`config.mk`:
```
export PLATFORM = sky130hd
export DESIGN_NAME = fetch_bus_if_flat
export DESIGN_NICKNAME = d
export VERILOG_FILES = /design/src/rtl/fetch_bus_if_if.sv /design/src/rtl/fetch_bus_if.sv /design/src/flat_wrapper.sv
export SDC_FILE = /design/constraint.sdc
export NUM_CORES = 1
export LEC_CHECK = 0
export CAP_MARGIN = 20
export CORE_UTILIZATION = 43
export DETAILED_ROUTE_END_ITERATION = 10
export GPL_ROUTABILITY_DRIVEN = 0
export PLACE_DENSITY = 0.88
export SLEW_MARGIN = 30
export SYNTH_ARGS = -nofsm -noshare
export SYNTH_HDL_FRONTEND = slang
export SYNTH_SLANG_ARGS = --single-unit
export TNS_END_PERCENT = 20
```
`constraint.sdc`:
```
create_clock -name clk -period 3.05 [get_ports clk]
set_clock_uncertainty 0.15 [all_clocks]
set_input_delay 0.305 -clock clk [delete_from_list [all_inputs] [get_ports clk]]
set_output_delay 0.305 -clock clk [all_outputs]
set_load 0.1 [all_outputs]
```
`src/rtl/fetch_bus_if_if.sv`:
```
// Fetch-side bus bundle between the fetch master and the arbiter/decoder/ROM path.
// Carries request/grant, address strobe, read/write flag, read data and slave ready.
interface fetch_bus_if_if #(
  parameter int unsigned ADDR_W = 30,
  parameter int unsigned DATA_W = 32
);
  logic              m_req;
  logic              m_grnt;
  logic [ADDR_W-1:0] m_addr;
  logic              m_as;
  logic              m_rw;
  logic [DATA_W-1:0] m_rd_data;
  logic              m_rdy;

  modport master (
    output m_req, m_addr, m_as, m_rw,
    input  m_grnt, m_rd_data, m_rdy
  );

  modport slave (
    input  m_req, m_addr, m_as, m_rw,
    output m_grnt, m_rd_data, m_rdy
  );
endinterface

```
`src/rtl/fetch_bus_if.sv`:
```
// Read-only bus master for the instruction-fetch stage, with stall hold and flush kill.
// Optional access timeout enabled by defining FETCH_BUS_TIMEOUT_EN.
module fetch_bus_if #(
  parameter int unsigned ADDR_W  = 30,
  parameter int unsigned DATA_W  = 32,
  parameter int unsigned TIMEOUT = 255
) (
  input  logic              clk,
  input  logic              reset,
  input  logic              if_req,
  input  logic [ADDR_W-1:0] if_addr,
  input  logic              stall,
  input  logic              flush,
  output logic [DATA_W-1:0] rd_data,
  output logic              rd_valid,
  output logic              busy,
  output logic              bus_err,
  fetch_bus_if_if.master    bus
);

  typedef enum logic [1:0] {StIdle, StReq, StAccess, StStall} state_e;

  state_e            state_q, state_d;
  logic              m_req_q, m_req_d;
  logic [ADDR_W-1:0] m_addr_q, m_addr_d;
  logic              m_as_q, m_as_d;
  logic [DATA_W-1:0] rd_data_q, rd_data_d;
  logic              rd_valid_q, rd_valid_d;
  logic              bus_err_q, bus_err_d;
  logic              kill_q, kill_d;
  logic              killed;
  logic              timeout;

  // A flush on the ready cycle itself kills the access too.
  assign killed = kill_q | flush;

`ifdef FETCH_BUS_TIMEOUT_EN
  localparam int unsigned CntW = (TIMEOUT > 255) ? $clog2(TIMEOUT + 1) : 8;

  logic [CntW-1:0] cnt_q, cnt_d;

  assign timeout = (state_q == StAccess) && !bus.m_rdy && (cnt_q == CntW'(TIMEOUT));

  always_comb begin
    cnt_d = cnt_q;
    if (state_q == StReq && !flush && bus.m_grnt) begin
      cnt_d = '0;
    end else if (state_q == StAccess && !bus.m_rdy) begin
      cnt_d = cnt_q + 1'b1;
    end
  end

  always_ff @(posedge clk or negedge reset) begin
    if (!reset) begin
      cnt_q <= '0;
    end else begin
      cnt_q <= cnt_d;
    end
  end
`else
  logic unused_timeout;
  assign unused_timeout = ^TIMEOUT;
  assign timeout        = 1'b0;
`endif

  always_ff @(posedge clk or negedge reset) begin
    if (!reset) begin
      state_q    <= StIdle;
      m_req_q    <= 1'b0;
      m_addr_q   <= '0;
      m_as_q     <= 1'b0;
      rd_data_q  <= '0;
      rd_valid_q <= 1'b0;
      bus_err_q  <= 1'b0;
      kill_q     <= 1'b0;
    end else begin
      state_q    <= state_d;
      m_req_q    <= m_req_d;
      m_addr_q   <= m_addr_d;
      m_as_q     <= m_as_d;
      rd_data_q  <= rd_data_d;
      rd_valid_q <= rd_valid_d;
      bus_err_q  <= bus_err_d;
      kill_q     <= kill_d;
    end
  end

  always_comb begin
    state_d = state_q;
    unique case (state_q)
      StIdle: begin
        if (if_req && !flush) state_d = StReq;
      end
      StReq: begin
        if (flush)            state_d = StIdle;
        else if (bus.m_grnt)  state_d = StAccess;
      end
      StAccess: begin
        if (bus.m_rdy)        state_d = (!killed && stall) ? StStall : StIdle;
        else if (timeout)     state_d = StIdle;
      end
      StStall: begin
        if (!stall)           state_d = StIdle;
      end
      default:                state_d = StIdle;
    endcase
  end

  always_comb begin
    m_req_d    = m_req_q;
    m_addr_d   = m_addr_q;
    m_as_d     = 1'b0;
    rd_data_d  = rd_data_q;
    rd_valid_d = rd_valid_q;
    bus_err_d  = 1'b0;
    kill_d     = kill_q;
    busy       = 1'b0;
    unique case (state_q)
      StIdle: begin
        busy = if_req && !flush;
        if (rd_valid_q && !stall) rd_valid_d = 1'b0;
        if (if_req && !flush) begin
          m_req_d  = 1'b1;
          m_addr_d = if_addr;
        end
      end
      StReq: begin
        busy = 1'b1;
        if (flush) begin
          m_req_d = 1'b0;
        end else if (bus.m_grnt) begin
          m_as_d = 1'b1;
          kill_d = 1'b0;
        end
      end
      StAccess: begin
        busy = 1'b1;
        if (flush) kill_d = 1'b1;
        if (bus.m_rdy) begin
          rd_data_d  = bus.m_rd_data;
          m_req_d    = 1'b0;
          rd_valid_d = ~killed;
        end else if (timeout) begin
          rd_data_d  = '0;
          m_req_d    = 1'b0;
          rd_valid_d = ~killed;
          bus_err_d  = 1'b1;
        end
      end
      StStall: begin
        busy = 1'b0;
      end
      default: begin
        busy = 1'b0;
      end
    endcase
  end

  assign bus.m_req  = m_req_q;
  assign bus.m_addr = m_addr_q;
  assign bus.m_as   = m_as_q;
  assign bus.m_rw   = 1'b1;
  assign rd_data    = rd_data_q;
  assign rd_valid   = rd_valid_q;
  assign bus_err    = bus_err_q;

endmodule

```
`src/flat_wrapper.sv`:
```
// flat-port wrapper written by rule: the top's interface ports become plain ports
module fetch_bus_if_flat 
#(
  parameter int unsigned ADDR_W  = 30,
  parameter int unsigned DATA_W  = 32,
  parameter int unsigned TIMEOUT = 255
)
  (clk, reset, if_req, if_addr, stall, flush, rd_data, rd_valid, busy, bus_err, bus_m_req, bus_m_addr, bus_m_as, bus_m_rw, bus_m_grnt, bus_m_rd_data, bus_m_rdy);
  fetch_bus_if_if #(.ADDR_W(ADDR_W), .DATA_W(DATA_W)) bus_i ();
  input  logic clk;
  input  logic reset;
  input  logic if_req;
  input  logic [ADDR_W-1:0] if_addr;
  input  logic stall;
  input  logic flush;
  output logic [DATA_W-1:0] rd_data;
  output logic rd_valid;
  output logic busy;
  output logic bus_err;
  output wire logic [$bits(bus_i.m_req)-1:0] bus_m_req;
  output wire logic [$bits(bus_i.m_addr)-1:0] bus_m_addr;
  output wire logic [$bits(bus_i.m_as)-1:0] bus_m_as;
  output wire logic [$bits(bus_i.m_rw)-1:0] bus_m_rw;
  input wire logic [$bits(bus_i.m_grnt)-1:0] bus_m_grnt;
  input wire logic [$bits(bus_i.m_rd_data)-1:0] bus_m_rd_data;
  input wire logic [$bits(bus_i.m_rdy)-1:0] bus_m_rdy;
  assign bus_m_req = bus_i.m_req;
  assign bus_m_addr = bus_i.m_addr;
  assign bus_m_as = bus_i.m_as;
  assign bus_m_rw = bus_i.m_rw;
  assign bus_i.m_grnt = bus_m_grnt;
  assign bus_i.m_rd_data = bus_m_rd_data;
  assign bus_i.m_rdy = bus_m_rdy;
  fetch_bus_if #(.ADDR_W(ADDR_W), .DATA_W(DATA_W), .TIMEOUT(TIMEOUT)) u_core (.clk(clk), .reset(reset), .if_req(if_req), .if_addr(if_addr), .stall(stall), .flush(flush), .rd_data(rd_data), .rd_valid(rd_valid), .busy(busy), .bus_err(bus_err), .bus(bus_i));
endmodule
```
; Yosys cells after proc, flatten, opt, wreduce, memory -nomap -nowiden
; Cells that the tools add are included.
[word_totals]
reg_bits = 68
latchBits = 0
ramBits = 0
rom_bits = 0
out_inout_bits = 68
wordCells = 60
memories = 0
[op_classes]
n_addsub = 0
n_mul = 0
div = 0
magnitude_cmp = 0
eq_ne = 12
shift = 0
muxes = 22
bitwise_logic = 2
reduce_logical = 17
[ops]
columns = operator, n
row1 = two-way mux 2 bit, 6
row2 = "inequality test 2 bit, second input constant", 6
row3 = AND reduction 4 bit, 3
row4 = two-way mux 1 bit, 11
row5 = case mux 2 bit (4 select lines), 1
row6 = case mux 1 bit (3 select lines), 2
row7 = "equality test 2 bit, second input constant", 2
row8 = "inequality test 2 x 1 -> 1 bit, second input constant", 2
row9 = case mux 1 bit (2 select lines), 2
row10 = AND reduction 2 bit, 2
row11 = nonzero test 2 bit, 2
row12 = logical AND 1 bit, 3
row13 = logical NOT 1 bit, 3
row14 = "inequality test 3 bit, second input constant", 1
row15 = AND reduction 3 bit, 1
row16 = nonzero test 3 bit, 1
row17 = "equality test 2 x 1 -> 1 bit, second input constant", 1
row18 = logical NOT 2 bit, 1
row19 = OR reduction 2 bit, 1
row20 = NOT 1 bit, 1
row21 = bitwise OR 1 bit, 1

; Logic depth before layout (Yosys ltp)
; Gate-level depths: netlist of the first run.
[logic_depth]
depth_word = 6
ltp_mapped = 5
mapped_depth_nobuf = 5

; Worst setup path after synthesis of the first run
; No wires, ideal clock.
[synth_path]
path_kind = register -> output
start = register u_core.state_q[0]
end = output busy
arrival_time_ns = 1.272
slack_ns = 1.323
path_stages_with_launch = 4
path_buffers = 0
cell_sequence = dfrtp_1 -> inv_1 -> ha_1 -> mux2_2
[synth_between]
elab_chain_len = 3
elab_cells_between_ends = 6
[synth_rtl]
columns = element, line
row1 = start: declaration, fetch_bus_if.sv:23  ; state_e state_q, state_d;
row2 = start signal: assignment, fetch_bus_if.sv:68  ; state_q <= StIdle;
row3 = start signal: assignment, fetch_bus_if.sv:77  ; state_q <= state_d;
row4 = equality test 2 x 1 -> 1 bit or equality test 2 bit (tied branches), fetch_bus_if.sv:118  ; unique case (state_q)
row5 = OR reduction 2 bit (no source line), -
row6 = case mux 1 bit (3 select lines) (*), fetch_bus_if.sv:118
row7 = end: declaration, flat_wrapper.sv:18  ; output logic busy;
; Mark *: on every way between the ends. The rest lies on a longest branch, timed or not.

; Worst setup path in the final report of the first run
[layout_path]
start = register u_core.state_q[1]
end = output busy
; The elaborated chain is that of the path after synthesis.

==> results of run 1 <==
-- worst max-delay path, stage by stage (launching register included) --
cell     delay (ns)
dfrtp_1        0.42
inv_1          0.16
ha_1           0.22
mux2_2         0.35
buf_4          0.23
-- sequential cells by signal, summed over array words and instances (netlist names) --
| name | flops |
|---|---|
| u_core.bus.m_addr | 30 |
| u_core.bus.m_as | 1 |
| u_core.rd_valid | 1 |
| u_core.bus.m_req | 1 |
| u_core.rd_data | 32 |
| u_core.kill_q | 1 |
| u_core.state_q | 2 |
-- layer usage --
layer	global-route usage, %	routed length (um)	part of all wire, %	vias to the layer above
met2	32.70	3299	54	72
met4	8.103	114	1.9	0
met1	19.55	2243	37	990
li1	-	-	-	908
met5	0	0	0	-
met3	6.264	482	7.9	9
-- cells in the final DEF, fill, tap and decap left out, types with 2 or more instances in the layout --
master / count
bufinv_16: 3
buf_4: 69
inv_1: 4
ha_1: 7
nor3b_1: 2
clkdlybuf4s50_1: 67
conb_1: 2
nand2_1: 3
mux2_1: 30
nor2_1: 2
nor2b_1: 2
dfrtp_1: 68
mux2_2: 33
mux2i_1: 3
nand2b_1: 2
clkbuf_8: 10
-- worst max path at each step --
stage	depth (start not counted)	startpoint	end	slack [ns]
6_report	4	u_core.state_q[1]	busy	0.86
3_5_place_dp	5	flush	u_core.bus.m_addr[15]	0.99
2_1_floorplan	3	u_core.state_q[0]	busy	1.32
4_1_cts	4	u_core.state_q[1]	busy	0.84
5_1_grt	4	u_core.state_q[1]	busy	0.78
3_3_place_gp	5	flush	u_core.bus.m_addr[1]	1.01
-- metrics by stage --
stage | utilization (%) | instances | worst slack (ns) | hold slack [ns]
floorplan | - | 181 | 1.323 | -0.1406
global placement | 64.27 | 387 | 1.010 | 0.2093
detailed placement | 64.27 | 387 | 0.9866 | 0.2200
CTS | 68.37 | 404 | 0.8412 | 0.3506
global route | 68.37 | 404 | 0.7823 | 0.3642
finish | 68.37 | 404 | 0.8644 | 0.3453
-- repair_timing --
item | 4_1_cts | 5_1_grt
hold endpoints to repair | 68 | 0
gates resized for setup | 0 | 0
hold buffers | 1 | 0
-- final cells by class --
class	count	area share, %
inverter	4	0.3478
sequential	68	39.42
multi-input combinational	100	23.88
clock inverter	6	2.580
tap	77	2.232
timing repair buffer	139	28.35
clock buffer	10	3.188
-- cells by family (layout without fill, tap and decap cells) --
group	count (synthesis)	count (layout)	synth area share, %
flip-flops	68	68	60.69
multiplexers	66	66	26.37
AND/OR/NAND/NOR	15	15	3.436
buffers and inverters	13	159	2.543
AO/OA/AOI/OAI	10	10	3.570
adder cells (fa/ha/maj)	7	7	3.123
other	2	2	0.2678
==> impl_metrics.tcl, run 1 <==
set metrics [dict create \
    status "finished, final reports clean" \
    clkSlewWorstSetupHoldPaths_ns 0.08 \
    endpoint_of_the_worst_hold_timing_path "u_core.bus.m_addr[10]" \
    placementRows 29 \
    die_area_mm2 0.006848 \
    drtIter0Drc 66 \
    post_synth_instance_area_mm2 0.002804 \
    cp_data_arrival_time_ns 1.73 \
    syn2layout_area_growth_pct 53.95 \
    vertical_die_dimension_um 82.75 \
    cts_root_buffer "clkbuf_8" \
    coreArea_mm2 0.006314 \
    timing.final.max_slew_violations 0 \
    synth.most_common_cell "dfrtp_1" \
    multi_input_comb_area_mm2 0.001031 \
    final_area_mm2 0.004317 \
    postCtsSetupBuffers 0 \
    grt_usage_pct 18.37 \
    yosys_register_bits 68 \
    number_of_global_route_vias_before_repair 2002 \
    post_syn_instances 181 \
    number_of_i_o_port_buffers 134 \
    syn-num-nets 257 \
    initial_utilization_pct 44.41 \
    n_antenna_cell 0 \
    dp_hpwl_mm 4.572 \
    grt_max_degree 69 \
    required_ns 2.59 \
    post_drt_via_cell_ratio 4.899 \
    cp_max_fo 5 \
    report.final.setup_viol 0 \
    nNetsFinal 398 \
    cts_tree "built" \
    syn_avg_cell_area_um2 15.49 \
    hold_wc_path_type "reg -> reg" \
    fin_tns_setup_ns 0 \
    synth_top_flop_cell "dfrtp_1" \
    vias 1979 \
    floorplan.io_pins 137 \
    post-route-min-period_ns 2.186 \
    crit_path_start_kind "flop" \
    post_synth_most_frequent_cells "dfrtp_1 (68), mux2_2 (33), mux2_1 (30), ha_1 (7), buf_2 (6)" \
    timing.fmax_ghz 0.4575 \
    detail_route.wl_per_cell_um 15.20 \
    finalHoldViolations 0 \
    yosysWarningCount 0 \
    cts_max_path_buffers 2 \
    fill_cells 481 \
    timing.final.crit_share_pct 71.66 \
    register_area_mm2 0.001702 \
    antenna_found_initial 0 \
    clkSinkCount 68 \
    synth-edff-count 0 \
    drtAntennaViolNets 0 \
    placement.cell_area_mm2 0.004058 \
    drt_drc_violations_left 0 \
    launch_point_of_the_worst_reg_to_reg_path "u_core.state_q[0]" \
    regToRegSetupSlack_ns 1.10 \
    cap_violations 0 \
    r2r_end "u_core.rd_data[20]" \
    r2r.worst_path.cells 5 \
    ys_async_sr_fraction_pct 100.0 \
    type_of_the_worst_setup_path "reg -> out" \
    synth_area_leaders "dfrtp_1 (61%), mux2_2 (13%), mux2_1 (12%), ha_1 (3.1%), buf_2 (1.1%)" \
    cp-end-kind "output pin" \
    detailed_router_iteration_count_before_antenna_repair 4 \
    ctsHtreeMaxLevel 3 \
    timing.hold.worst.start "u_core.bus.m_addr[10]" \
    portion_of_the_post_synthesis_area_used_by_sequential_elements_pct 60.69 \
    synth_top_area_share_pct 60.69 \
    holdPathStages 1 \
    yosysUniqueCellTypes 29 \
    rsz0062_at_grt "false" \
    clk-insertion-delay-late_ns 0.34 \
    cts-buffers-inserted 9 \
    synth.largest_area_cell "dfrtp_1" \
    grt_pass1_wl_mm 9.135 \
    die_w_um 82.75 \
    layout-drive-gt1-share_pct 37.92 \
    grt-ovfl-total 0 \
    totalWireLength_mm 6.140 \
]
Power of run 1 is not shown: default switching activity piles up to over one toggle a cycle in this logic, so the estimate is an artifact.
==> inputs of run 2 (changes only) <==
- CORE_UTILIZATION: 43 -> 36
- PLACE_DENSITY: 0.88 -> 0.79
- clock period: 3.05 -> 2 ns (I/O delays scaled with it)
==> run 2 against run 1 <==
Net effect:
- first-iteration DRC count shrank 47%
- design area rose by 0.29%
- critical endpoint unchanged
- setup slack worse by 0.80 ns
- cell count up 5.9%
- non-clock buffer count up 4
- via count rose by 0.10%
- die area grew 19%
- wire length rose by 0.55%
- clock-buffer cell count grew 3
==> impl_metrics.tcl, run 2 (synthesized netlist as in run 1, its figures left out) <==
set metrics [dict create \
    layout-drive-gt1-share_pct 38.91 \
    grt-busiest-layer "met2" \
    number_of_i_o_port_buffers 134 \
    report.final.setup_viol 0 \
    cts-buffers-inserted 9 \
    drtAntennaViolNets 0 \
    cp_cell_sequence "inv_2 > ha_2 > mux2_2 > buf_12" \
    drt_drc_violations_left 0 \
    drtIter0Drc 35 \
    totalWireLength_mm 6.174 \
    grt-ovfl-total 0 \
    cap_violations 0 \
    die_w_um 90.26 \
    initial_utilization_pct 37.85 \
    largest_register_ff_count 32 \
    finalHoldViolations 0 \
    mostFrequentLayoutCell "buf_4" \
    fin_tns_setup_ns 0 \
    crit_path_start_kind "flop" \
    grt_pass1_wl_mm 10.41 \
    grtUsageMet2_pct 25.06 \
    syn2layout_area_growth_pct 54.40 \
    timing.critical_path.slowest_cell_delay_ns 0.40 \
    cp_max_fo 5 \
    dp_hpwl_mm 4.625 \
    type_of_the_worst_setup_path "reg -> out" \
    detail_route.wl_per_cell_um 14.43 \
    cts_root_buffer "clkbuf_8" \
    placementRows 31 \
    cp-end-kind "output pin" \
    number_of_global_route_vias_before_repair 2123 \
    most_frequent_cells_in_the_layout "buf_4 (71), dfrtp_1 (68), clkdlybuf4s50_1 (67)" \
    timing.final.max_slew_violations 0 \
    clkSinkCount 68 \
    floorplan.io_pins 137 \
    gr-usage-met3_pct 5.135 \
    coreArea_mm2 0.007408 \
    cts_max_path_buffers 2 \
    vias 1981 \
    post-route-min-period_ns 1.934 \
    antenna_found_initial 0 \
    clk-insertion-delay-late_ns 0.33 \
    cts_tree "built" \
    detailed_router_iteration_count_before_antenna_repair 4 \
    hold_wc_path_type "in -> reg" \
    gr_util_met1_pct 21.25 \
    timing.fmax_ghz 0.5171 \
    n_antenna_cell 0 \
    nNetsFinal 402 \
    die_area_mm2 0.008146 \
    worst_path_max_delay_cell "dfrtp_1" \
    status "finished, final reports clean" \
    timing.final.crit_share_pct 96.69 \
    grt_usage_pct 16.17 \
    grt_max_degree 35 \
    vertical_die_dimension_um 90.26 \
    required_ns 1.65 \
    post_drt_via_cell_ratio 4.629 \
    clkSlewWorstSetupHoldPaths_ns 0.07 \
    rsz0062_at_grt "false" \
    cp_data_arrival_time_ns 1.58 \
    ctsHtreeMaxLevel 3 \
]
[run 2: cell count changes in the layout (fill, tap and decap cells not counted), moves of 2 or more]
cell       previous run  this run
inv_2                 0         2
buf_4                69        71
bufinv_16             3         0
clkbuf_8             10        12
inv_1                 4         2
buf_12                1         3
[run 2: worst paths after layout]
path	slack [ns]	cells past startpoint	from	endpoint
max	0.07	4	u_core.state_q[0]	busy
min	0.31	2	if_addr[11]	u_core.bus.m_addr[11]
max reg2reg	0.17	5	u_core.state_q[1]	u_core.state_q[1]
min reg2reg	0.34	1	u_core.bus.m_addr[25]	u_core.bus.m_addr[25]
max in group asynchronous	1.06	3	reset	u_core.rd_data[3]
min in group asynchronous	0.32	3	reset	u_core.rd_data[16]
[run 2: stage by stage]
stage	hold slack [ns]	util, %	instance area, um2	setup WS (ns)	instances
global placement	0.1143	55.68	4125	0.1896	411
CTS	0.2982	58.33	4322	0.007193	427
global route	0.3081	58.44	4329	0.01358	428
floorplan	-0.2456	-	2804	0.3039	181
detailed placement	0.1222	55.68	4125	0.1421	411
finish	0.3126	58.44	4329	0.06630	428
[run 2: layer usage]
| metal | routed length (um) | vias up |
|---|---|---|
| met4 | 68 | 0 |
| met3 | 470 | 7 |
| li1 | - | 913 |
| met2 | 2937 | 93 |
| met1 | 2698 | 968 |
| met5 | 0 | - |
[run 2: layout make-up]
cell class,count,area [um2]
clock buffers,13,168.9
clock inverters,1,7.507
fillers,601,3079
inverters,4,15.01
multi-input cells,100,1033
flip-flops and latches,68,1702
well taps,99,123.9
repair buffers,143,1279
[run 2: timing repair]
item / CTS / global route
gates cloned: 0 / 0
hold buffers: 1 / 0
setup endpoints to repair: 1 / 1
hold endpoints to repair: 68 / 0
buffers inserted: 1 / 1
resized for setup: 3 / 0
[run 2: worst max-delay path, delay by kind of cell (launching register included)]
family     cells  cell delay, ns
buf+inv        2            0.27
flops          1            0.40
fa+ha+maj      1            0.21
mux            1            0.37
Power of run 2 is left out for the same reason.
